[src/rtl/l2_feature_stream_seq.sv]
// rtl/l2_feature_stream_seq.sv - credit-gated raster sequencer feeding the layer-2 line-buffer bank
module l2_feature_stream_seq #(
  parameter int F     = 14,
  parameter int B     = 8,
  parameter int ICH   = 16,
  parameter int KY    = 3,
  parameter int LINES = 4,
  localparam int AW   = $clog2(F*F),
  localparam int RW   = $clog2(F),
  localparam int CW   = $clog2(LINES+1),
  localparam int IW   = $clog2(F+1)
) (
  input  logic                 i_clk,
  input  logic                 i_rst,
  input  logic                 i_start,
  output logic                 o_busy,
  output logic                 o_done,
  output logic                 o_rd_en,
  output logic [AW-1:0]        o_rd_addr,
  input  logic [ICH*B-1:0]     i_rd_data,
  output logic [ICH*B-1:0]     o_pixel_data,
  output logic [ICH-1:0]       o_pixel_data_valid,
  input  logic [ICH-1:0]       i_intr,
  output logic                 o_err
);

  typedef enum logic [2:0] {S_IDLE, S_LOAD, S_WAIT, S_DRAIN, S_DONE} state_t;

  state_t             state_q, state_d;
  logic [RW-1:0]      row_q, row_d, col_q, col_d;
  logic [AW-1:0]      addr_q, addr_d;
  logic [CW-1:0]      credit_q, credit_d;
  logic [IW-1:0]      intr_cnt_q, intr_cnt_d;
  logic               rd_en_d1_q, rd_en_d1_d;
  logic [ICH*B-1:0]   pix_q, pix_d;
  logic [ICH-1:0]     vld_q, vld_d;
  logic               busy_q, busy_d, done_q, done_d, err_q, err_d;
  logic               rd_en, charge, intr_all, intr_ev;

  // Read strobe follows the state directly so a row is charged in the cycle its last read is on the bus.
  assign rd_en    = (state_q == S_LOAD) && (credit_q != '0);
  assign charge   = rd_en && (col_q == RW'(F-1));
  assign intr_all = &i_intr;
  assign intr_ev  = intr_all && (state_q != S_IDLE);

  // Next-state: credits, raster counters, data pipeline and FSM transitions.
  always_comb begin
    state_d    = state_q;
    row_d      = row_q;
    col_d      = col_q;
    addr_d     = addr_q;
    credit_d   = credit_q;
    intr_cnt_d = intr_cnt_q;
    err_d      = err_q;
    rd_en_d1_d = rd_en;
    pix_d      = rd_en_d1_q ? i_rd_data : pix_q;
    vld_d      = {ICH{rd_en_d1_q}};

    // Disagreeing interrupt bits mean the bank lost lockstep; the cycle carries no credit.
    if ((|i_intr) && !intr_all) err_d = 1'b1;

    if (charge && !intr_ev) begin
      credit_d = credit_q - CW'(1);
    end else if (intr_ev && !charge) begin
      if (credit_q == CW'(LINES)) err_d = 1'b1;
      else                        credit_d = credit_q + CW'(1);
    end
    if (intr_ev) intr_cnt_d = intr_cnt_q + IW'(1);

    if (rd_en) begin
      addr_d = addr_q + AW'(1);
      if (col_q == RW'(F-1)) begin
        col_d = '0;
        row_d = row_q + RW'(1);
      end else begin
        col_d = col_q + RW'(1);
      end
    end

    case (state_q)
      S_IDLE, S_DONE: begin
        state_d = S_IDLE;
        if (i_start) begin
          state_d    = S_LOAD;
          row_d      = '0;
          col_d      = '0;
          addr_d     = '0;
          intr_cnt_d = '0;
          credit_d   = CW'(LINES);
        end
      end
      S_LOAD: begin
        if (charge) begin
          if (row_q == RW'(F-1))  state_d = S_DRAIN;
          else if (credit_d == '0) state_d = S_WAIT;
        end
      end
      S_WAIT: begin
        if (credit_q != '0) state_d = S_LOAD;
      end
      S_DRAIN: begin
        if ((intr_cnt_q == IW'(F-KY+1)) && !rd_en_d1_q && !vld_q[0]) state_d = S_DONE;
      end
      default: state_d = S_IDLE;
    endcase

    busy_d = (state_d == S_LOAD) || (state_d == S_WAIT) || (state_d == S_DRAIN);
    done_d = (state_d == S_DONE);
  end

  // State and registered outputs; reset abandons any map in flight.
  always_ff @(posedge i_clk or posedge i_rst) begin
    if (i_rst) begin
      state_q    <= S_IDLE;
      row_q      <= '0;
      col_q      <= '0;
      addr_q     <= '0;
      credit_q   <= CW'(LINES);
      intr_cnt_q <= '0;
      rd_en_d1_q <= 1'b0;
      pix_q      <= '0;
      vld_q      <= '0;
      busy_q     <= 1'b0;
      done_q     <= 1'b0;
      err_q      <= 1'b0;
    end else begin
      state_q    <= state_d;
      row_q      <= row_d;
      col_q      <= col_d;
      addr_q     <= addr_d;
      credit_q   <= credit_d;
      intr_cnt_q <= intr_cnt_d;
      rd_en_d1_q <= rd_en_d1_d;
      pix_q      <= pix_d;
      vld_q      <= vld_d;
      busy_q     <= busy_d;
      done_q     <= done_d;
      err_q      <= err_d;
    end
  end

  assign o_busy             = busy_q;
  assign o_done             = done_q;
  assign o_rd_en            = rd_en;
  assign o_rd_addr          = addr_q;
  assign o_pixel_data       = pix_q;
  assign o_pixel_data_valid = vld_q;
  assign o_err              = err_q;

endmodule

[config.mk]
export PLATFORM = sky130hd
export DESIGN_NAME = l2_feature_stream_seq
export DESIGN_NICKNAME = d
export VERILOG_FILES = /design/src/rtl/l2_feature_stream_seq.sv
export SDC_FILE = /design/constraint.sdc
export NUM_CORES = 1
export LEC_CHECK = 0
export ABC_AREA = 1
export CAP_MARGIN = 20
export CELL_PAD_IN_SITES_DETAIL_PLACEMENT = 2
export CELL_PAD_IN_SITES_GLOBAL_PLACEMENT = 2
export CORE_MARGIN = 5
export CORE_UTILIZATION = 28
export CTS_CLUSTER_SIZE = 40
export DETAILED_ROUTE_END_ITERATION = 8
export GPL_ROUTABILITY_DRIVEN = 0
export HOLD_SLACK_MARGIN = 0.03
export PLACE_DENSITY = 0.93
export SETUP_SLACK_MARGIN = 0.5
export SYNTH_ARGS = -nofsm -noshare
export SYNTH_HDL_FRONTEND = slang
export SYNTH_SLANG_ARGS = --single-unit
export TNS_END_PERCENT = 50
[constraint.sdc]
create_clock -name i_clk -period 8.41 [get_ports i_clk]
set_input_delay 1.682 -clock i_clk [delete_from_list [all_inputs] [get_ports i_clk]]
set_output_delay 1.682 -clock i_clk [all_outputs]
set_load 0.1 [all_outputs]
# ---- Word level (Yosys, flattened, before mapping)
# Cells that the tools add are included.
dict set report word_totals {
  elab_cells 82
  output_inout_bits 156
  register_bits 159
}
dict set report classes {
  eq_ne 12
  n_reduce_logical 22
  addsub 6
  mux 30
}
# op count
set ops {}
lappend ops {{4-bit two-way mux} 11}
lappend ops {{3-bit two-way mux} 10}
lappend ops {{8-bit two-way mux} 3}
lappend ops {{16-bit AND reduction} 1}
lappend ops {{16-bit OR reduction} 1}
lappend ops {{4-bit by 1-bit adder with 4-bit output, second input constant} 3}
lappend ops {{3-bit by 2-bit == test with 1-bit output, second input constant} 4}
lappend ops {{4-bit == test, second input constant} 3}
lappend ops {{3-bit case mux with 4 select lines} 1}
lappend ops {{3-bit == test, second input constant} 3}
lappend ops {{8-bit by 1-bit adder with 8-bit output, second input constant} 1}
lappend ops {{1-bit logical AND} 8}
lappend ops {{3-bit by 1-bit == test with 1-bit output, second input constant} 2}
lappend ops {{3-bit zero test} 2}
lappend ops {{3-bit nonzero test} 2}
lappend ops {{1-bit zero test} 5}
lappend ops {{1-bit two-way mux} 5}
lappend ops {{3-bit by 1-bit adder with 3-bit output, second input constant} 1}
lappend ops {{3-bit by 1-bit subtractor with 3-bit output, second input constant} 1}
lappend ops {{1-bit logical OR} 2}
lappend ops {{2-bit OR reduction} 1}

# ---- Depth between registers and ports, before layout
# Gate-level depths: netlist of run 1.
dict set report logic_depth {
  ltp_word 15
  ltp_mapped 17
  depth_no_buf 17
}

# ---- Worst setup path after synthesis of run 1
# No wires, ideal clock.
dict set report synth_path {
  path_type {reg-to-output}
  startpoint {reg o_pixel_data_valid[0] (netlist name)}
  endpoint {out o_pixel_data_valid[10]}
  stages_incl_launch_ff 2
  setup_slack_ps 5155
  n_path_buf 1
  arrival_time_ps 1573
  t_required_ps 6728
  cell_sequence {dfrtp_1 buf_4}
}
# item line_no
set synth_rtl {}
lappend synth_rtl {{to (decl)} 22} ;# output logic [ICH-1:0] o_pixel_data_valid,
# No word-level cell between the ends.

# ---- Worst setup path in the final report of run 1
dict set report layout_path {
  startpoint {reg credit_q[0]}
  endpoint {out o_rd_en}
}
dict set report layout_via {
  elab_chain_len 2
}
# item line_no
set layout_rtl {}
lappend layout_rtl {{from (decl)} 32} ;# logic [CW-1:0] credit_q, credit_d;
lappend layout_rtl {{from (signal assigned)} 118} ;# credit_q <= CW'(LINES);
lappend layout_rtl {{from (signal assigned)} 131} ;# credit_q <= credit_d;
lappend layout_rtl {{3-bit nonzero test} 41} ;# assign rd_en = (state_q == S_LOAD) && (credit_q != '0);
lappend layout_rtl {{1-bit logical AND} 41}
lappend layout_rtl {{to (decl)} 18} ;# output logic o_rd_en,
# Every way passes these cells.

==> impl_metrics.env, run 1 <==
export IMPL_status="finished, final reports clean"
export IMPL_wl_per_cell_um=21.5
export IMPL_synth_distinct_cells=36
export IMPL_port_buffers=302
export IMPL_async_flop_share_pct=100
export IMPL_layout_area_overhead_vs_synth_pct=58.5
export IMPL_synth_edf_count=0
export IMPL_worst_r2r_cell_count=5
export IMPL_synth_area_leaders="dfrtp_1 60%, mux2_2 22%, nand2_1 2.3%"
export IMPL_synthMuxAreaShare_pct=21.9
export IMPL_hold_depth=1
export IMPL_cp_slowest_cell="clkdlybuf4s50_1"
export IMPL_r2r_start="rd_en_d1_q"
export IMPL_post_cts_setup_buffers=0
export IMPL_grt_pass1_wl_mm=35.9
export IMPL_hold_class="flop to flop"
export IMPL_yosys_area_share_adder_pct=1.52
export IMPL_tightest_slew_ns=1.09
export IMPL_pin_count=303
export IMPL_drt_wl_total_mm=24.2
export IMPL_crit_path_max_fanout=10
export IMPL_start_util_pct=28.3
export IMPL_yosysTopAreaCell="dfrtp_1"
export IMPL_synth_top_family_by_area="multiplexers"
export IMPL_rrSetupSlack_ns=5.65
export IMPL_hpwl_mm=18.5
export IMPL_clk_pin_slew_worst_paths_ns=0.06
export IMPL_layout_drive_gt1_share_pct=23.5
export IMPL_fillers=2305
export IMPL_rows=56
export IMPL_syn_inst=498
export IMPL_ant_nets=0
export IMPL_drv_cap=0
export IMPL_crit_chain="inv_1 > ha_1 > nand2_4 > inv_4 > nor2_8 > clkdlybuf4s50_1"
export IMPL_cts_resized=0
export IMPL_synth_xor_area_share_pct=1.20
export IMPL_insertion_delay_ns=0.42
export IMPL_tns_ns=0
export IMPL_cp_start_kind="flop"
export IMPL_num_antenna_cells=0
export IMPL_grt_pass1_vias=5837
export IMPL_hp_start="o_pixel_data[12]"
export IMPL_clock_fmax_mhz=231
export IMPL_min_to="o_pixel_data[12]"
export IMPL_skew_ns=0.0118
export IMPL_synth_simple_gate_area_share_pct=8.99
export IMPL_htree_levels=4
export IMPL_finalInstanceArea_um2=10500
export IMPL_coreArea_um2=23300
export IMPL_synth_warnings=0
export IMPL_grt_util_all_layers_pct=17.8
export IMPL_synth_seq_area_share_pct=60.3
export IMPL_setup_viol=0
export IMPL_first_iter_violations=191
export IMPL_die_w_um=163
export IMPL_crit_family="buffers and inverters"
export IMPL_clk_path_buf_depth=2
export IMPL_critPathBufInv=3
export IMPL_vias=4984
export IMPL_finalCritPeriodShare_pct=51.5
export IMPL_synth_top_area_share_pct=60.0
export IMPL_die_area_um2=26700
export IMPL_crit_cells=6
export IMPL_hold_buffers=0
export IMPL_slew_headroom_pct=27.3
export IMPL_syn_cell_area_um2=6600
export IMPL_rsz0062_at_grt="false"
export IMPL_cts_tree="yes"
export IMPL_cpPeakStageDelay_ns=1.17
export IMPL_antenna_found_initial=0
export IMPL_grt_max_degree=95
export IMPL_first_pass_iters=4
export IMPL_synth_compound_area_share_pct=1.57
export IMPL_min_period_ns=4.33
export IMPL_nets=947
export IMPL_cts_root_buf="clkbuf_16"
export IMPL_syn_nets=653
export IMPL_cp_end_kind="output pin"
export IMPL_grt_ovfl_total=0
export IMPL_layout_commonest_cell="clkdlybuf4s50_1"
export IMPL_path_class="flop to output pin"
export IMPL_final_cell_mix="302 x clkdlybuf4s50_1, 157 x dfrtp_1, 128 x mux2_2"
export IMPL_drc=0
export IMPL_placed_area_um2=9880
export IMPL_cp_data_arrival_time_ns=2.65
export IMPL_avgViaCountPerCell=4.44
export IMPL_required_ns=6.73
export IMPL_synth_seq_cells=159
export IMPL_finalHoldViolCount=0
export IMPL_cts_sinks=159
export IMPL_die_h_um=163
export IMPL_syn_area_per_cell_um2=13.2
export IMPL_whs_ns=0.506
export IMPL_synth_main_ff_cell="dfrtp_1"
export IMPL_cts_buffers=17
export IMPL_drv_slew=0
export IMPL_reg2reg_to="state_q[0]"
==> worst register-to-register path: stages, from the launching register on <==
cell and delay (ns):
dfrtp_4 0.73, buf_4 0.57, nor4_1 0.69, nor2_1 0.13, a211oi_1 0.39, nand2_1 0.13
==> cells by family (layout without fill, tap and decap cells) <==
kind of cell	after synthesis	after routing
AOI/OAI and AO/OA	18	18
xor gates and xnor gates	9	9
adders and majority gates	8	8
buffers and inverters	62	368
DFF	159	159
muxes	128	128
and+or+nand+nor	114	114
==> worst max path at each step <==
stage           startpoint       end  slack (ns)
4_1_cts        credit_q[1]   o_rd_en        4.05
5_1_grt        credit_q[1]   o_rd_en        3.99
3_3_place_gp   credit_q[0]   o_rd_en        4.53
6_report       credit_q[0]   o_rd_en        4.08
3_5_place_dp   credit_q[0]   o_rd_en        4.50
2_1_floorplan        i_rst  col_q[0]        2.44
==> per-layer routing <==
metal / GRT usage, % / vias to the layer above / part of all wire (%)
met5: 0 / - / 0
met4: 5.53 / 0 / 2.0
met3: 5.48 / 25 / 6.8
met2: 34.6 / 188 / 56
met1: 18.2 / 2520 / 35
li1: - / 2251 / -
==> stage by stage <==
stage          util, %  std cells  setup WS, ns
2_1_floorplan        -        498          2.44
3_3_place_gp      42.3       1092          4.53
3_5_place_dp      42.3       1092          4.50
4_1_cts           44.8       1123          4.05
5_1_grt           44.8       1123          3.99
6_report          44.8       1123          4.08
==> Yosys cell counts (2+ instances only) <==
cell,instances
nand2_1,40
nor4_1,5
nand3_1,9
inv_2,3
nor2_1,30
nand2_2,5
o21ai_0,6
a21oi_1,7
ha_1,8
inv_1,27
buf_4,15
nand2_4,2
nor3b_1,2
nand4_1,7
dfrtp_1,158
buf_1,2
nor3_1,3
clkbuf_1,12
xor2_1,8
a211oi_1,2
nand3_2,4
nor2_2,2
mux2_2,128
==> cell type report <==
cell class              instances  area [um^2]  area share [%]
clock buffers                  17          425            4.07
clock inverters                14          151            1.45
inverters                      32          133            1.27
multi-input cells             277         2320            22.2
flip-flops and latches        159         3980            38.1
well taps                     319          399            3.82
repair buffers                305         3050            29.1
==> registers in the layout, summed over array words and instances (netlist names) <==
signal / cells
col_q: 4
credit_q: 3
intr_cnt_q: 4
o_busy: 1
o_done: 1
o_err: 1
o_pixel_data: 128
o_pixel_data_valid: 1
o_rd_addr: 8
rd_en_d1_q: 1
row_q: 4
state_q: 3
Power of run 1 is not shown: default switching activity piles up to over one toggle a cycle in this logic, so the estimate is an artifact.
==> run 2, diff against run 1 <==
--- a/config.mk
+++ b/config.mk
@@ -10,12 +10,12 @@
 export CELL_PAD_IN_SITES_DETAIL_PLACEMENT = 2
 export CELL_PAD_IN_SITES_GLOBAL_PLACEMENT = 2
 export CORE_MARGIN = 5
-export CORE_UTILIZATION = 28
+export CORE_UTILIZATION = 26
 export CTS_CLUSTER_SIZE = 40
 export DETAILED_ROUTE_END_ITERATION = 8
 export GPL_ROUTABILITY_DRIVEN = 0
 export HOLD_SLACK_MARGIN = 0.03
-export PLACE_DENSITY = 0.93
+export PLACE_DENSITY = 0.88
 export SETUP_SLACK_MARGIN = 0.5
 export SYNTH_ARGS = -nofsm -noshare
 export SYNTH_HDL_FRONTEND = slang
==> constraint.sdc (replaced) <==
create_clock -name i_clk -period 4.5 [get_ports i_clk]
set_input_delay 0.9 -clock i_clk [delete_from_list [all_inputs] [get_ports i_clk]]
set_output_delay 0.9 -clock i_clk [all_outputs]
set_load 0.1 [all_outputs]
==> run 2 against run 1 <==
Final cell count increased by 1.5%. Via count increased by 0.46%. Critical path type unchanged. Register-to-register slack got worse by 3.2 ns. Utilization decreased by 2.8 points.
==> impl_metrics.env, run 2 (same netlist as run 1, synthesis figures left out) <==
export IMPL_hp_start="o_pixel_data[29]"
export IMPL_grt_util_all_layers_pct=15.4
export IMPL_hold_class="flop to flop"
export IMPL_min_to="o_pixel_data[29]"
export IMPL_finalInstanceArea_um2=10600
export IMPL_hold_buffers=0
export IMPL_crit_chain="inv_1 > ha_1 > nand2_4 > inv_4 > nor2_8 > clkdlybuf4s50_1"
export IMPL_cpPeakStageDelay_ns=1.18
export IMPL_drc=0
export IMPL_skew_ns=0.00984
export IMPL_required_ns=3.60
export IMPL_layout_commonest_cell="clkdlybuf4s50_1"
export IMPL_worst_r2r_cell_count=16
export IMPL_cts_tree="yes"
export IMPL_antenna_found_initial=1
export IMPL_dp_slack_ns=1.36
export IMPL_drv_cap=0
export IMPL_slew_headroom_pct=27.1
export IMPL_crit_family="buffers and inverters"
export IMPL_nets=951
export IMPL_layout_drive_gt1_share_pct=23.9
export IMPL_ant_nets=0
export IMPL_reg2reg_to="o_busy"
export IMPL_finalHoldViolCount=0
export IMPL_port_buffers=302
export IMPL_tns_ns=0
export IMPL_grt_pass1_wl_mm=34.1
export IMPL_cp_start_kind="flop"
export IMPL_path_class="flop to output pin"
export IMPL_grt_max_degree=72
export IMPL_dp_cells=1107
export IMPL_drv_slew=0
export IMPL_clk_pin_slew_worst_paths_ns=0.07
export IMPL_largest_reg_flops=128
export IMPL_min_period_ns=3.56
export IMPL_die_w_um=169
export IMPL_cp_end_kind="output pin"
export IMPL_cts_root_buf="clkbuf_16"
export IMPL_die_h_um=169
export IMPL_cts_sinks=159
export IMPL_clock_fmax_mhz=281
export IMPL_instances_no_fill=1140
export IMPL_avgViaCountPerCell=4.39
export IMPL_coreArea_um2=25100
export IMPL_grt_ovfl_total=0
export IMPL_first_iter_violations=136
export IMPL_post_cts_setup_buffers=0
export IMPL_insertion_delay_ns=0.43
export IMPL_first_pass_iters=3
export IMPL_wl_per_cell_um=19.8
export IMPL_worst_slack_ns=0.938
export IMPL_pin_count=303
export IMPL_final_cell_mix="302 x clkdlybuf4s50_1, 157 x dfrtp_1, 128 x mux2_2"
export IMPL_clk_path_buf_depth=2
export IMPL_rsz0062_at_grt="false"
export IMPL_finalCritPeriodShare_pct=79.2
export IMPL_placed_area_um2=9960
export IMPL_cp_data_arrival_time_ns=2.66
export IMPL_critPathBufInv=3
export IMPL_htree_levels=4
export IMPL_rrSetupSlack_ns=2.44
export IMPL_hold_depth=1
export IMPL_die_area_um2=28700
export IMPL_vias=5007
export IMPL_layout_area_overhead_vs_synth_pct=60.0
export IMPL_r2r_start="credit_q[1]"
export IMPL_start_util_pct=26.3
export IMPL_cts_resized=0
export IMPL_rows=58
export IMPL_cp_slowest_cell="clkdlybuf4s50_1"
export IMPL_grt_pass1_vias=5801
export IMPL_hpwl_mm=17.5
export IMPL_status="finished, final reports clean"
export IMPL_setup_viol=0
export IMPL_cts_buffers=17
export IMPL_crit_path_max_fanout=10
export IMPL_tightest_slew_ns=1.09
export IMPL_drt_wl_total_mm=22.5
run 2: final cells by class:
cell class | count | area (um^2)
clock buffers | 18 | 429
repair buffers | 309 | 3110
well taps | 330 | 413
flip-flops and latches | 159 | 3980
diodes | 1 | 2.50
clock inverters | 14 | 163
fillers | 2557 | 14600
multi-input cells | 277 | 2320
inverters | 32 | 131
run 2: how the worst max path moves through the flow:
stage                            from        to  slack, ns  cells after the start
after CTS                 credit_q[1]   o_rd_en       0.89                      6
after detailed placement  credit_q[1]   o_rd_en       1.36                      6
after floorplan                 i_rst  col_q[0]       1.59                      1
after global routing      credit_q[0]   o_rd_en       0.84                      6
after global placement    credit_q[0]   o_rd_en       1.39                      6
final                     credit_q[1]   o_rd_en       0.94                      6
run 2: per-layer routing:
metal	wire length [um]	GRT usage, %	vias up
li1	-	-	2272
met1	8350	16.9	2514
met2	12000	28.2	195
met3	1620	4.57	26
met4	590	5.81	0
met5	0	0	-
run 2: through the flow:
step / hold slack, ns / utilization, %
finish: 0.505 / 42.0
global route: 0.527 / 42.0
CTS: 0.511 / 42.0
detailed placement: 0.492 / 39.7
global placement: 0.477 / 39.7
floorplan: 0.388 / -
Power of run 2 is left out for the same reason.
==> run 3, diff against run 2 <==
--- a/config.mk
+++ b/config.mk
@@ -10,12 +10,12 @@
 export CELL_PAD_IN_SITES_DETAIL_PLACEMENT = 2
 export CELL_PAD_IN_SITES_GLOBAL_PLACEMENT = 2
 export CORE_MARGIN = 5
-export CORE_UTILIZATION = 26
+export CORE_UTILIZATION = 23
 export CTS_CLUSTER_SIZE = 40
 export DETAILED_ROUTE_END_ITERATION = 8
 export GPL_ROUTABILITY_DRIVEN = 0
 export HOLD_SLACK_MARGIN = 0.03
-export PLACE_DENSITY = 0.88
+export PLACE_DENSITY = 0.83
 export SETUP_SLACK_MARGIN = 0.5
 export SYNTH_ARGS = -nofsm -noshare
 export SYNTH_HDL_FRONTEND = slang
==> constraint.sdc (replaced) <==
create_clock -name i_clk -period 3 [get_ports i_clk]
set_input_delay 0.6 -clock i_clk [delete_from_list [all_inputs] [get_ports i_clk]]
set_output_delay 0.6 -clock i_clk [all_outputs]
set_load 0.1 [all_outputs]
==> run 3 against run 2 <==
First-iteration DRC count rose by 15%. Non-clock buffer count is 3 lower. Critical path depth unchanged. Wire length fell by 2.5%. Via count is 0.56% lower. Setup slack worse by 0.30 ns. Hold slack worse by 0.080 ns. Critical endpoint unchanged.
==> impl_metrics.env, run 3 (same netlist as run 1, synthesis figures left out) <==
export IMPL_avgViaCountPerCell=4.18
export IMPL_worst_slack_ns=0.633
export IMPL_ant_nets=0
export IMPL_die_area_um2=32200
export IMPL_layout_commonest_cell="dfrtp_1"
export IMPL_required_ns=2.40
export IMPL_grt_pass1_wl_mm=32.6
export IMPL_cp_start_kind="flop"
export IMPL_drc=0
export IMPL_clk_pin_slew_worst_paths_ns=0.07
export IMPL_busiest_layer="met2"
export IMPL_finish_utilization_pct=35.8
export IMPL_vias=4979
export IMPL_crit_path_max_fanout=10
export IMPL_drt_wl_total_mm=22.0
export IMPL_post_cts_setup_buffers=0
export IMPL_cp_data_arrival_time_ns=1.77
export IMPL_final_cell_mix="157 x dfrtp_1, 156 x buf_4, 146 x clkdlybuf4s50_1"
export IMPL_drv_cap=0
export IMPL_crit_family="flip-flops"
export IMPL_cpPeakStageDelay_ns=0.41
export IMPL_critPathBufInv=3
export IMPL_rsz0062_at_grt="false"
export IMPL_num_antenna_cells=0
export IMPL_multiInputGateArea_um2=2320
export IMPL_first_iter_violations=157
export IMPL_cp_slowest_cell="dfrtp_1"
export IMPL_met3_usage_pct=4.70
export IMPL_setup_viol=0
export IMPL_tns_ns=0
export IMPL_grt_pass1_vias=5635
export IMPL_layout_drive_gt1_share_pct=43.1
export IMPL_finalCritPeriodShare_pct=78.9
export IMPL_largest_reg_flops=128
export IMPL_die_w_um=179
export IMPL_start_util_pct=23.2
export IMPL_finalHoldViolCount=0
export IMPL_slew_headroom_pct=60.0
export IMPL_rows=62
export IMPL_status="finished, final reports clean"
export IMPL_skew_ns=0.0107
export IMPL_wl_per_cell_um=18.5
export IMPL_layout_area_overhead_vs_synth_pct=54.6
export IMPL_pin_count=303
export IMPL_hpwl_mm=17.1
export IMPL_die_h_um=179
export IMPL_cts_sinks=159
export IMPL_clock_fmax_mhz=423
export IMPL_htree_levels=4
export IMPL_path_class="flop to output pin"
export IMPL_grt_max_degree=102
export IMPL_regArea_um2=3980
export IMPL_crit_chain="inv_1 > ha_1 > nand2_4 > inv_4 > nor2_8 > buf_8"
export IMPL_met1_usage_pct=14.4
export IMPL_antenna_found_initial=0
export IMPL_cp_end_kind="output pin"
export IMPL_coreArea_um2=28500
export IMPL_cts_buffers=17
export IMPL_cts_tree="yes"
export IMPL_tightest_slew_ns=0.601
export IMPL_hold_class="primary input to async pin"
export IMPL_hold_buffers=0
export IMPL_fillers=3017
export IMPL_nets=948
export IMPL_drv_slew=0
export IMPL_grt_ovfl_total=0
export IMPL_grt_util_all_layers_pct=13.1
export IMPL_first_pass_iters=4
export IMPL_clk_path_buf_depth=2
export IMPL_dp_slack_ns=0.368
export IMPL_insertion_delay_ns=0.42
export IMPL_port_buffers=302
export IMPL_min_period_ns=2.37
export IMPL_cts_root_buf="clkbuf_16"
export IMPL_grt_util_met2_pct=24.0
## run 3: changes by cell type in the layout (fill, tap and decap cells not counted), sizes merged
| cell | change |
|---|---|
| clkdlybuf4s50 | -156 |
| clkinvlp | +3 |
| clkbuf | -1 |
| buf | +153 |
| diode | -1 |
| clkinv | -3 |
| inv | +1 |
## run 3: cell type report
| type | instances | area share (%) |
|---|---|---|
| clock buffer | 17 | 4.17 |
| clock inverter | 15 | 1.46 |
| inverter | 32 | 1.29 |
| multi-input combinational | 277 | 22.7 |
| sequential | 159 | 39.1 |
| tap | 384 | 4.71 |
| timing repair buffer | 306 | 26.6 |
## run 3: worst reg2reg max path, stage by stage (launching register included)
cell,delay [ns]
dfrtp_1,0.41
inv_1,0.08
ha_1,0.22
nand2_4,0.11
inv_4,0.05
nor2_8,0.23
nand2_8,0.12
clkinv_4,0.09
nand2_4,0.08
nand2_1,0.08
nand2_1,0.05
nand2_1,0.09
nand3_2,0.09
nand2_1,0.07
nand2_1,0.06
nand2_2,0.07
nand3_2,0.05
## run 3: metal layers
layer  vias to the layer above  routed length (um)
met3                        16                1930
li1                       2262                   -
met5                         -                   0
met2                       186               11800
met1                      2515                7920
met4                         0                 315
## run 3: worst paths after layout
check	start	slack [ns]	endpoint	depth (start not counted)
min in group i_clk	o_pixel_data[23]	0.51	o_pixel_data[23]	1
max reg2reg	credit_q[1]	0.92	o_busy	16
min reg2reg	o_pixel_data[23]	0.51	o_pixel_data[23]	1
min	i_rst	0.42	o_pixel_data[45]	2
max	credit_q[1]	0.63	o_rd_en	6
max in group asynchronous	i_rst	1.82	o_pixel_data[98]	3
## run 3: timing repair
item                                    4_1_cts  5_1_grt
endpoints found under the setup margin        1        1
cloned                                        0        0
gates resized for setup                       1        1
## run 3: through the flow
step	area (um^2)	cells	hold slack (ns)
5_1_grt	10200	1190	0.404
3_5_place_dp	9610	1158	0.497
2_1_floorplan	6600	498	0.388
3_3_place_gp	9610	1158	0.490
6_report	10200	1190	0.424
4_1_cts	10200	1190	0.404
Power of run 3 is left out for the same reason.
